<file path="src/rtl/issue_scoreboard_pkg.sv">
// ============================================================================
// Module   : mips_sched_pkg
// Brief    : Shared encodings, default latencies and writeback slot type for
//            the MIPS issue scoreboard.
// Revision : 1.0 - initial release
// ============================================================================
`default_nettype none

package mips_sched_pkg;

    typedef enum logic [1:0] {
        FU_ALU  = 2'd0,
        FU_MUL  = 2'd1,
        FU_MEM  = 2'd2,
        FU_NONE = 2'd3
    } fu_e;

    localparam int DEF_ALU_LAT  = 1;
    localparam int DEF_MEM_LAT  = 2;
    localparam int DEF_MUL_LAT  = 4;
    localparam int DEF_WB_DEPTH = 8;

    typedef struct packed {
        logic       valid;
        logic [4:0] rd;
        logic [1:0] fu;
    } wb_slot_t;

endpackage

`default_nettype wire

</file>
<file path="src/rtl/issue_scoreboard_if.sv">
// ============================================================================
// Module   : issue_scoreboard_if
// Brief    : Decode-to-scheduler handshake and writeback schedule bundle.
//            ISSUE_SB_PERF_EN adds the stall performance counters.
// Revision : 1.0 - initial release
// ============================================================================
`default_nettype none

interface issue_scoreboard_if;

    logic        id_valid;
    logic [1:0]  id_fu;
    logic [4:0]  id_rs;
    logic [4:0]  id_rt;
    logic        id_uses_rt;
    logic [4:0]  id_rd;
    logic        id_we;
    logic        flush;
    logic        stall;
    logic        issue_fire;
    logic        wb_valid;
    logic [4:0]  wb_rd;
    logic [1:0]  wb_fu;
    logic [31:0] pending;
`ifdef ISSUE_SB_PERF_EN
    logic [31:0] stall_cycles;
    logic [31:0] raw_stalls;
`endif

    modport master (
        output id_valid, id_fu, id_rs, id_rt, id_uses_rt, id_rd, id_we, flush,
        input  stall, issue_fire, wb_valid, wb_rd, wb_fu, pending
`ifdef ISSUE_SB_PERF_EN
        , input stall_cycles, raw_stalls
`endif
    );

    modport slave (
        input  id_valid, id_fu, id_rs, id_rt, id_uses_rt, id_rd, id_we, flush,
        output stall, issue_fire, wb_valid, wb_rd, wb_fu, pending
`ifdef ISSUE_SB_PERF_EN
        , output stall_cycles, raw_stalls
`endif
    );

endinterface

`default_nettype wire

</file>
<file path="src/rtl/issue_scoreboard_shifter.sv">
// ============================================================================
// Module   : wb_reservation_shifter
// Brief    : Writeback reservation slots; shift toward slot 0 every cycle,
//            with an optional insert at a given index overriding the shift.
// Revision : 1.0 - initial release
// ============================================================================
`default_nettype none

module wb_reservation_shifter
    import mips_sched_pkg::*;
#(
    parameter  int WB_DEPTH = DEF_WB_DEPTH,
    localparam int IDX_W    = (WB_DEPTH > 1) ? $clog2(WB_DEPTH) : 1
) (
    input  wire logic                clk,
    input  wire logic                rst,
    input  wire logic                ins_valid_i,
    input  wire logic [IDX_W-1:0]    ins_idx_i,
    input  wire wb_slot_t            ins_slot_i,
    output wb_slot_t                 head_o,
    output logic     [WB_DEPTH-1:0]  occ_o
);

    wb_slot_t slot_q [WB_DEPTH];
    wb_slot_t slot_d [WB_DEPTH];

    always_comb begin
        for (int i = 0; i < WB_DEPTH - 1; i++) begin
            slot_d[i] = slot_q[i+1];
        end
        slot_d[WB_DEPTH-1] = '0;
        if (ins_valid_i) begin
            slot_d[ins_idx_i] = ins_slot_i;
        end
    end

    always_ff @(posedge clk or negedge rst) begin
        if (!rst) begin
            for (int i = 0; i < WB_DEPTH; i++) begin
                slot_q[i] <= '0;
            end
        end else begin
            for (int i = 0; i < WB_DEPTH; i++) begin
                slot_q[i] <= slot_d[i];
            end
        end
    end

    assign head_o = slot_q[0];

    generate
        for (genvar g = 0; g < WB_DEPTH; g++) begin : g_occ
            assign occ_o[g] = slot_q[g].valid;
        end
    endgenerate

endmodule

`default_nettype wire

</file>
<file path="src/rtl/issue_scoreboard.sv">
// ============================================================================
// Module   : issue_scoreboard
// Brief    : In-order issue / out-of-order completion scheduler: RAW/WAW,
//            MUL-busy and writeback-port collision checks. ISSUE_SB_PERF_EN
//            adds stall_cycles / raw_stalls counters.
// Revision : 1.0 - initial release
// ============================================================================
`default_nettype none

module issue_scoreboard
    import mips_sched_pkg::*;
#(
    parameter int ALU_LAT  = DEF_ALU_LAT,
    parameter int MEM_LAT  = DEF_MEM_LAT,
    parameter int MUL_LAT  = DEF_MUL_LAT,
    parameter int WB_DEPTH = DEF_WB_DEPTH
) (
    input  wire logic          clk,
    input  wire logic          rst,
    issue_scoreboard_if.slave  sb
);

    localparam int IDX_W = (WB_DEPTH > 1) ? $clog2(WB_DEPTH) : 1;
    localparam int LAT_W = $clog2(WB_DEPTH + 1);
    localparam int CNT_W = $clog2(MUL_LAT + 1);

    wb_slot_t            head;
    logic [WB_DEPTH-1:0] occ;
    logic [WB_DEPTH:0]   occ_ext;
    logic [31:0]         pending_q, pending_d;
    logic [CNT_W-1:0]    busy_q, busy_d;
    logic [31:0]         bypass, ready;
    logic [LAT_W-1:0]    lat;
    logic                reserve, raw_ok, waw_ok, mul_ok, wb_ok, can_issue;
    logic                fire, stall_w;
    logic                is_mul;
    wb_slot_t            ins_slot;

    // Slot[WB_DEPTH] does not exist; the padded zero means "no collision".
    assign occ_ext = {1'b0, occ};
    assign bypass  = head.valid ? (32'd1 << head.rd) : 32'd0;
    assign ready   = ~pending_q | bypass | 32'd1;
    assign is_mul  = (sb.id_fu == FU_MUL);

    always_comb begin
        lat = LAT_W'(ALU_LAT);
        case (sb.id_fu)
            FU_MUL:  lat = LAT_W'(MUL_LAT);
            FU_MEM:  lat = LAT_W'(MEM_LAT);
            default: lat = LAT_W'(ALU_LAT);
        endcase
    end

    assign reserve   = (sb.id_fu != FU_NONE) && sb.id_we && (sb.id_rd != 5'd0);
    assign raw_ok    = ready[sb.id_rs] && (!sb.id_uses_rt || ready[sb.id_rt]);
    assign waw_ok    = !reserve || ready[sb.id_rd];
    assign mul_ok    = !is_mul || (busy_q == '0);
    assign wb_ok     = !reserve || !occ_ext[lat];
    assign can_issue = raw_ok && waw_ok && mul_ok && wb_ok;

    // Decode is held throughout reset regardless of hazard state.
    assign fire    = sb.id_valid && can_issue && !sb.flush && rst;
    assign stall_w = sb.id_valid && (!can_issue || !rst);

    assign ins_slot.valid = 1'b1;
    assign ins_slot.rd    = sb.id_rd;
    assign ins_slot.fu    = sb.id_fu;

    wb_reservation_shifter #(
        .WB_DEPTH (WB_DEPTH)
    ) u_shifter (
        .clk         (clk),
        .rst         (rst),
        .ins_valid_i (fire && reserve),
        .ins_idx_i   (IDX_W'(lat - 1'b1)),
        .ins_slot_i  (ins_slot),
        .head_o      (head),
        .occ_o       (occ)
    );

    // Clear first so a same-register set on this edge takes priority.
    always_comb begin
        pending_d = pending_q;
        if (head.valid) begin
            pending_d[head.rd] = 1'b0;
        end
        if (fire && reserve) begin
            pending_d[sb.id_rd] = 1'b1;
        end
    end

    always_comb begin
        busy_d = busy_q;
        if (fire && is_mul) begin
            busy_d = CNT_W'(MUL_LAT - 1);
        end else if (busy_q != '0) begin
            busy_d = busy_q - 1'b1;
        end
    end

    always_ff @(posedge clk or negedge rst) begin
        if (!rst) begin
            pending_q <= '0;
            busy_q    <= '0;
        end else begin
            pending_q <= pending_d;
            busy_q    <= busy_d;
        end
    end

    assign sb.stall      = stall_w;
    assign sb.issue_fire = fire;
    assign sb.wb_valid   = head.valid;
    assign sb.wb_rd      = head.rd;
    assign sb.wb_fu      = head.fu;
    assign sb.pending    = pending_q;

`ifdef ISSUE_SB_PERF_EN
    logic [31:0] stall_cycles_q, raw_stalls_q;

    always_ff @(posedge clk or negedge rst) begin
        if (!rst) begin
            stall_cycles_q <= '0;
            raw_stalls_q   <= '0;
        end else begin
            if (stall_w) begin
                stall_cycles_q <= stall_cycles_q + 32'd1;
            end
            if (stall_w && !raw_ok) begin
                raw_stalls_q <= raw_stalls_q + 32'd1;
            end
        end
    end

    assign sb.stall_cycles = stall_cycles_q;
    assign sb.raw_stalls   = raw_stalls_q;
`endif

endmodule

`default_nettype wire

</file>
<file path="src/flat_wrapper.sv">
// flat-port wrapper written by rule: the top's interface ports become plain ports
module issue_scoreboard_flat import mips_sched_pkg::*;
#(
    parameter int ALU_LAT  = DEF_ALU_LAT,
    parameter int MEM_LAT  = DEF_MEM_LAT,
    parameter int MUL_LAT  = DEF_MUL_LAT,
    parameter int WB_DEPTH = DEF_WB_DEPTH
)
  (clk, rst, sb_id_valid, sb_id_fu, sb_id_rs, sb_id_rt, sb_id_uses_rt, sb_id_rd, sb_id_we, sb_flush, sb_stall, sb_issue_fire, sb_wb_valid, sb_wb_rd, sb_wb_fu, sb_pending);
  issue_scoreboard_if sb_i ();
  input  wire logic clk;
  input  wire logic rst;
  input wire logic [$bits(sb_i.id_valid)-1:0] sb_id_valid;
  input wire logic [$bits(sb_i.id_fu)-1:0] sb_id_fu;
  input wire logic [$bits(sb_i.id_rs)-1:0] sb_id_rs;
  input wire logic [$bits(sb_i.id_rt)-1:0] sb_id_rt;
  input wire logic [$bits(sb_i.id_uses_rt)-1:0] sb_id_uses_rt;
  input wire logic [$bits(sb_i.id_rd)-1:0] sb_id_rd;
  input wire logic [$bits(sb_i.id_we)-1:0] sb_id_we;
  input wire logic [$bits(sb_i.flush)-1:0] sb_flush;
  output wire logic [$bits(sb_i.stall)-1:0] sb_stall;
  output wire logic [$bits(sb_i.issue_fire)-1:0] sb_issue_fire;
  output wire logic [$bits(sb_i.wb_valid)-1:0] sb_wb_valid;
  output wire logic [$bits(sb_i.wb_rd)-1:0] sb_wb_rd;
  output wire logic [$bits(sb_i.wb_fu)-1:0] sb_wb_fu;
  output wire logic [$bits(sb_i.pending)-1:0] sb_pending;
  assign sb_i.id_valid = sb_id_valid;
  assign sb_i.id_fu = sb_id_fu;
  assign sb_i.id_rs = sb_id_rs;
  assign sb_i.id_rt = sb_id_rt;
  assign sb_i.id_uses_rt = sb_id_uses_rt;
  assign sb_i.id_rd = sb_id_rd;
  assign sb_i.id_we = sb_id_we;
  assign sb_i.flush = sb_flush;
  assign sb_stall = sb_i.stall;
  assign sb_issue_fire = sb_i.issue_fire;
  assign sb_wb_valid = sb_i.wb_valid;
  assign sb_wb_rd = sb_i.wb_rd;
  assign sb_wb_fu = sb_i.wb_fu;
  assign sb_pending = sb_i.pending;
  issue_scoreboard #(.ALU_LAT(ALU_LAT), .MEM_LAT(MEM_LAT), .MUL_LAT(MUL_LAT), .WB_DEPTH(WB_DEPTH)) u_core (.clk(clk), .rst(rst), .sb(sb_i));
endmodule
</file>
<file path="config.mk">
export PLATFORM = sky130hd
export DESIGN_NAME = issue_scoreboard_flat
export DESIGN_NICKNAME = d
export VERILOG_FILES = /design/src/rtl/issue_scoreboard_pkg.sv /design/src/rtl/issue_scoreboard_if.sv /design/src/rtl/issue_scoreboard_shifter.sv /design/src/rtl/issue_scoreboard.sv /design/src/flat_wrapper.sv
export SDC_FILE = /design/constraint.sdc
export NUM_CORES = 1
export LEC_CHECK = 0
export CORE_UTILIZATION = 52
export CTS_CLUSTER_DIAMETER = 120
export CTS_CLUSTER_SIZE = 25
export DETAILED_ROUTE_END_ITERATION = 10
export PLACE_DENSITY = 0.77
export SYNTH_ARGS = -nofsm -noshare
export SYNTH_HDL_FRONTEND = slang
export SYNTH_HIERARCHICAL = 1
export SYNTH_SLANG_ARGS = --single-unit
export TNS_END_PERCENT = 5
</file>
<file path="constraint.sdc">
create_clock -name clk -period 4.6 [get_ports clk]
set_input_delay 1.38 -clock clk [delete_from_list [all_inputs] [get_ports clk]]
set_output_delay 1.38 -clock clk [all_outputs]
set_load 0.1 [all_outputs]
</file>
Word-level counts from Yosys, hierarchy flattened
Cells that the tools add are included.
Storage, ports and cells
  flip-flop bits (word level): 99
  input bits: 23
  output and inout port bits: 42
  logic and storage cells: 100
Cells by class
  add/sub/neg operators: 2
  $lt $le $gt $ge: 9
  equal/unequal tests: 3
  shift-type cells: 1
  muxes and demuxes: 22
  bitwise gates (word level): 6
  reduce and logical (&&, ||, !) cells: 31
Operators by type and width (number)
  two-way mux 32 bit: 3
  bitwise mux 64 bit: 1
  two-way mux 64 bit: 1
  NOT 32 bit: 2
  OR 32 bit: 2
  AND 32 bit: 1
  << shifter 1 x 5 -> 32 bit (first input constant): 1
  demux 8 bit (select 3 bit): 1
  < comparator 5 x 6 -> 1 bit (second input constant): 4
  binary-select mux 1 bit (select 5 bit): 3
  logical AND 1 bit: 15
  demux 1 bit (select 5 bit): 2
  greater-or-equal comparator 5 x 1 -> 1 bit (second input constant): 2
  two-way mux 8 bit: 1
  logical NOT 1 bit: 7
  two-way mux 1 bit: 6
  two-way mux 3 bit: 2
  case mux 3 bit (2 select lines): 1
  subtractor 3 x 1 -> 3 bit (second input constant): 2
  logical OR 1 bit: 5
  < comparator 3 x 5 -> 1 bit (second input constant): 1
  nonzero test 5 bit: 1
  binary-select mux 1 bit (select 4 bit): 1
  greater-or-equal comparator 4 bit (second input constant): 1
  other kinds (8): 8

Depth between registers and ports, before layout
Gate-level depths: netlist of run 1.
  word-level depth: 15
  gate-level depth with buffers: 17
  gate-level depth less buffers: 11

Hierarchy
Netlist of run 1, hierarchy kept.
By module, submodules not included
  issue_scoreboard: instances 1, cells an instance 376, area an instance 3337.0 um^2, sequential area each 875.8 um^2
  wb_reservation_shifter: instances 1, cells an instance 159, area an instance 2534.9 um^2, sequential area each 1601.5 um^2

Worst setup path after synthesis of run 1
Ideal clock, no wire load.
  path kind: input -> output
  start point: input port sb_id_rt[0]
  end point: output port sb_issue_fire
  arrival time: 7.633 ns
  required time: 3.220 ns
  slack: -4.413 ns
  cell stages on the path: 9
  path buffers: 2
  cell sequence: buf_2 > buf_2 > mux2i_1 > nor3_1 > o41ai_1 > o21ai_0 > o311ai_1 > o211ai_1 > a2111oi_0
Between the ends
  word-level cells in the longest chain between the ends: 10
Ends and longest elaborated chain
  start, declared: line flat_wrapper.sv:16  | input wire logic [$bits(sb_i.id_rt)-1:0] sb_id_rt;
  binary-select mux 1 bit (select 5 bit): line issue_scoreboard.sv:55  | assign raw_ok = ready[sb.id_rs] && (!sb.id_uses_rt || ready[sb.id_rt]);
  two-way mux 1 bit (implied by the code): line issue_scoreboard.sv:55
  logical OR 1 bit: line issue_scoreboard.sv:55
  logical AND 1 bit: line issue_scoreboard.sv:55
  logical AND 1 bit (3 in a row): line issue_scoreboard.sv:59  | assign can_issue = raw_ok && waw_ok && mul_ok && wb_ok;
  logical AND 1 bit (3 in a row): line issue_scoreboard.sv:62  | assign fire = sb.id_valid && can_issue && !sb.flush && rst;
  end, declared: line flat_wrapper.sv:22  | output wire logic [$bits(sb_i.issue_fire)-1:0] sb_issue_fire;
No other way between the ends. The select of a mux whose other input is x is not followed.

Final worst setup path of run 1
Ends and elaborated chain as after synthesis.

==> results.md, run 1 <==
* #FFs+latches synth at 99
* Final Slew Violations at 0
* Share of post-route cells with drive strength above 1 at 38.6%
* Post-route clock period utilization at 108%
* Distinct cells, synth at 75
* Final worst setup slack at -0.364 ns
* Fin area at 7780 sq um
* Clock skew at 0.00802 ns
* Failing checks: negative setup slack
* Synth Area in Compound Gates at 17.6%
* CP Class: input pin to output pin
* Synth Cell Area at 5870 sq um
* Avg Vias per Cell at 6.23
* Number of clock sinks at 99
* DR vias at 5074
* First-pass GRT wire length at 28100 um
* CTS Buffer Depth at 2
* # fillers at 766
* Largest net degree at the start of global routing at 68
* Final core utilization at 71.2%
* Mux contribution to synthesized area at 16.5%
* Die ar. at 11700 sq um
* Pint at 1.46 mW
* Max Fanout on Critical Path at 4
* Synth Flop Type: dfrtp_1
* CP Data Arrival Time at 3.58 ns
* Area occupied by multi-input gates at 3230 sq um
* Register area at 2480 sq um
* P_leak at 3.33 nW
* Routed len/inst at 21.8 um
* Startpoint Class: input pin
* Sw Share at 26.8%
* Synth Area in Simple Gates at 14.3%
* Worst-path clk slew at 0.08 ns
* Setup crit end kind: output pin
* R2R depth at 12
* Sequential Power Share at 44.6%
* Core Box Area at 10900 sq um
* Remaining Overflow, GRT at 0
* Peak VDD IR at 252 uV
* Switching power total at 536 uW
* Top-Level Pins at 65
* Setup violators final at 2
* Buffers on Ports at 64
* Die width at 108 um
* Critical Path RT at 3.22 ns
* Root Driver: clkbuf_16
* Hold bufs inserted after CTS at 0
* CTS tree: done
* R2R setup slack at 0.40 ns
* GPL Wtd Cong at 0.971
* Post-route ant nets at 0
* Setup crit start: sb_id_rt[0]
* Max Clock Freq at 0.201 GHz
* Status: finished with violations
* Slew HR at 33.5%
* Fraction of the mapped netlist area in adder cells at 1.28%
* Clock network fraction of total power at 40.3%
* NumNets Final at 698
* Initial core utilization at 53.7%
* Minimum clock period at 4.96 ns
* Setup crit end: sb_issue_fire
* Type of the most critical hold path: flip-flop to flip-flop
* YS warnings at 6
* GRT Total Usage at 32.0%
* H-tree levels at 3
* Die H at 108 um
* Sequential share of the synthesized area at 42.2%
* FP Rows at 38
* Async set-reset flop share out of synthesis at 100%
* Initial antenna violation count at 0
* Critical R2R Launch: u_core/u_shifter/head_o[4]$_DFF_PN0_
* Number of synthesized flops with an enable pin at 0
* DP Area at 7130 sq um
* Drt initial violations at 471
* Slew at the pin closest to its max-slew limit at 0.994 ns
* Total Wirelength at 17700 um
* # diodes at 0
* FF-to-FF End: u_core/u_shifter/slot_q[27]$_DFF_PN0_
* Vias in the first global route at 5233
* DRT Pass-1 Iters at 6
* DP HPWL at 12700 um
* RSZ-0062 raised after global routing: true
* CTS Buf Count at 9
* WHS at 0.478 ns
* Clk_lat worst skew at 0.35 ns
* Area grow syn2layout at 32.6%
* Max-cap viol count at 0
* Logic pwr share at 15.1%
* Remaining DRCs at 0
* Syn Area/Cell at 11.0 sq um
* Power per cell area at 257 nW/um^2
* Largest family of logic cells by synthesized area: compound AO/OA/AOI/OAI gates
* Synth Area in XOR/XNOR at 1.02%
* Most common cell after layout, fill and taps aside: buf_4
* Mapped Cells at 535
* Final hold violations at 0
* Commonest cells after routing, fill and taps aside: buf_4 (104), dfrtp_1 (99), mux2_2 (63)
## power groups by stage
stage | sequential [mW] | combinational, mW | clock (mW)
final | 0.891 | 0.302 | 0.806
after global routing | 0.892 | 0.324 | 0.851
after CTS | 0.891 | 0.295 | 0.820
after detailed placement | 0.908 | 0.271 | 0
after global placement | 0.907 | 0.260 | 0
after floorplan | 0.906 | 0.153 | 0
## layer usage
metal / up-vias / track usage, % / routed length, um / part of all wire, %
met2: 269 / 54.1 / 8780 / 50
met1: 2498 / 39.8 / 7130 / 40
met4: 0 / 14.6 / 582 / 3.3
met5: - / 0 / 0 / 0
li1: 2258 / - / - / -
met3: 49 / 5.79 / 1250 / 7.0
## per-stage QoR
step	power, mW	cells	worst slack [ns]	TNS [ns]
global placement	1.17	782	-0.769	-17.80
CTS	2.01	814	-0.252	-0.500
finish	2.00	814	-0.364	-0.649
global route	2.07	814	-0.481	-1.14
detailed placement	1.18	782	-0.820	-21.23
floorplan	1.06	542	-0.591	-1.09
## repair_timing
action,CTS,global route
resized for setup,70,12
setup buffers,16,0
pin swaps,17,7
setup endpoints to repair,29,23
## cell usage after synthesis (4+ instances only)
master	count	area share, %
a31oi_1	4	0.43
and2_1	9	0.96
buf_2	17	1.4
buf_4	17	2.2
buf_6	7	1.3
clkbuf_1	17	1.1
dfrtp_1	99	42
ha_1	6	1.3
inv_1	13	0.83
mux2_2	63	12
mux2i_1	17	2.9
mux4_2	4	1.5
nand2_1	25	1.6
nand2b_1	7	0.75
nand3_1	11	0.94
nand3b_1	6	0.77
nand4b_1	7	1.0
nor2_1	27	1.7
nor3_1	8	0.68
o2111ai_1	5	0.75
o211ai_1	14	1.8
o21a_1	4	0.51
o21ai_0	29	2.5
o21ai_1	6	0.51
o31ai_1	16	2.0
o41ai_2	14	3.9
or3_1	5	0.53
## critical path, stage by stage
cell and delay (ns):
buf_6 0.10, buf_6 0.12, xnor2_4 0.19, buf_6 0.12
buf_4 0.10, nand2_1 0.08, nor4_1 0.33, o21ai_1 0.15
o311ai_2 0.11, o211ai_1 0.26, a2111oi_4 0.42, buf_12 0.22
## registers in the layout (all words and copies together), names as in the netlist
signal	flops
u_core/u_shifter/slot_q	49
u_core/sb.pending	32
u_core/u_shifter/head_o	8
u_core/u_shifter/occ_o	7
u_core/busy_q	3
## how the worst min path moves through the flow
stage / startpoint / end / cells after the start
floorplan: u_core/u_shifter/slot_q[2]$_DFF_PN0_ / u_core/u_shifter/slot_q[10]$_DFF_PN0_ / 1
global placement: u_core/u_shifter/slot_q[9]$_DFF_PN0_ / u_core/u_shifter/slot_q[17]$_DFF_PN0_ / 1
detailed placement: u_core/u_shifter/slot_q[27]$_DFF_PN0_ / u_core/u_shifter/slot_q[35]$_DFF_PN0_ / 1
CTS: u_core/u_shifter/slot_q[4]$_DFF_PN0_ / u_core/u_shifter/slot_q[12]$_DFF_PN0_ / 1
global route: u_core/u_shifter/slot_q[36]$_DFF_PN0_ / u_core/u_shifter/slot_q[44]$_DFF_PN0_ / 1
finish: u_core/u_shifter/slot_q[4]$_DFF_PN0_ / u_core/u_shifter/slot_q[12]$_DFF_PN0_ / 1
## kinds of logic after synthesis
logic type	count (synthesis)
multiplexers	84
AND/OR/NAND/NOR	137
adder cells (fa/ha/maj)	6
flip-flops	99
buffers and inverters	74
AO/OA/AOI/OAI	128
XOR/XNOR	6
other	1
## area by class of cell
type	instances	share of cell area, %
multi-input cells	369	41.4
flip-flops and latches	99	31.8
repair buffers	176	19.6
clock buffers	9	2.89
well taps	140	2.25
clock inverters	7	1.32
inverters	14	0.675
Power figures use the tool's default switching activity.
==> run 2: changes to the inputs <==
--- a/config.mk
+++ b/config.mk
@@ -5,6 +5,7 @@
 export SDC_FILE = /design/constraint.sdc
 export NUM_CORES = 1
 export LEC_CHECK = 0
+export ABC_CLOCK_PERIOD_IN_PS = 4600
 export CORE_UTILIZATION = 52
 export CTS_CLUSTER_DIAMETER = 120
 export CTS_CLUSTER_SIZE = 25
==> results of run 2 <==
No change in the layout: final DEF, timing and power equal those of run 1.
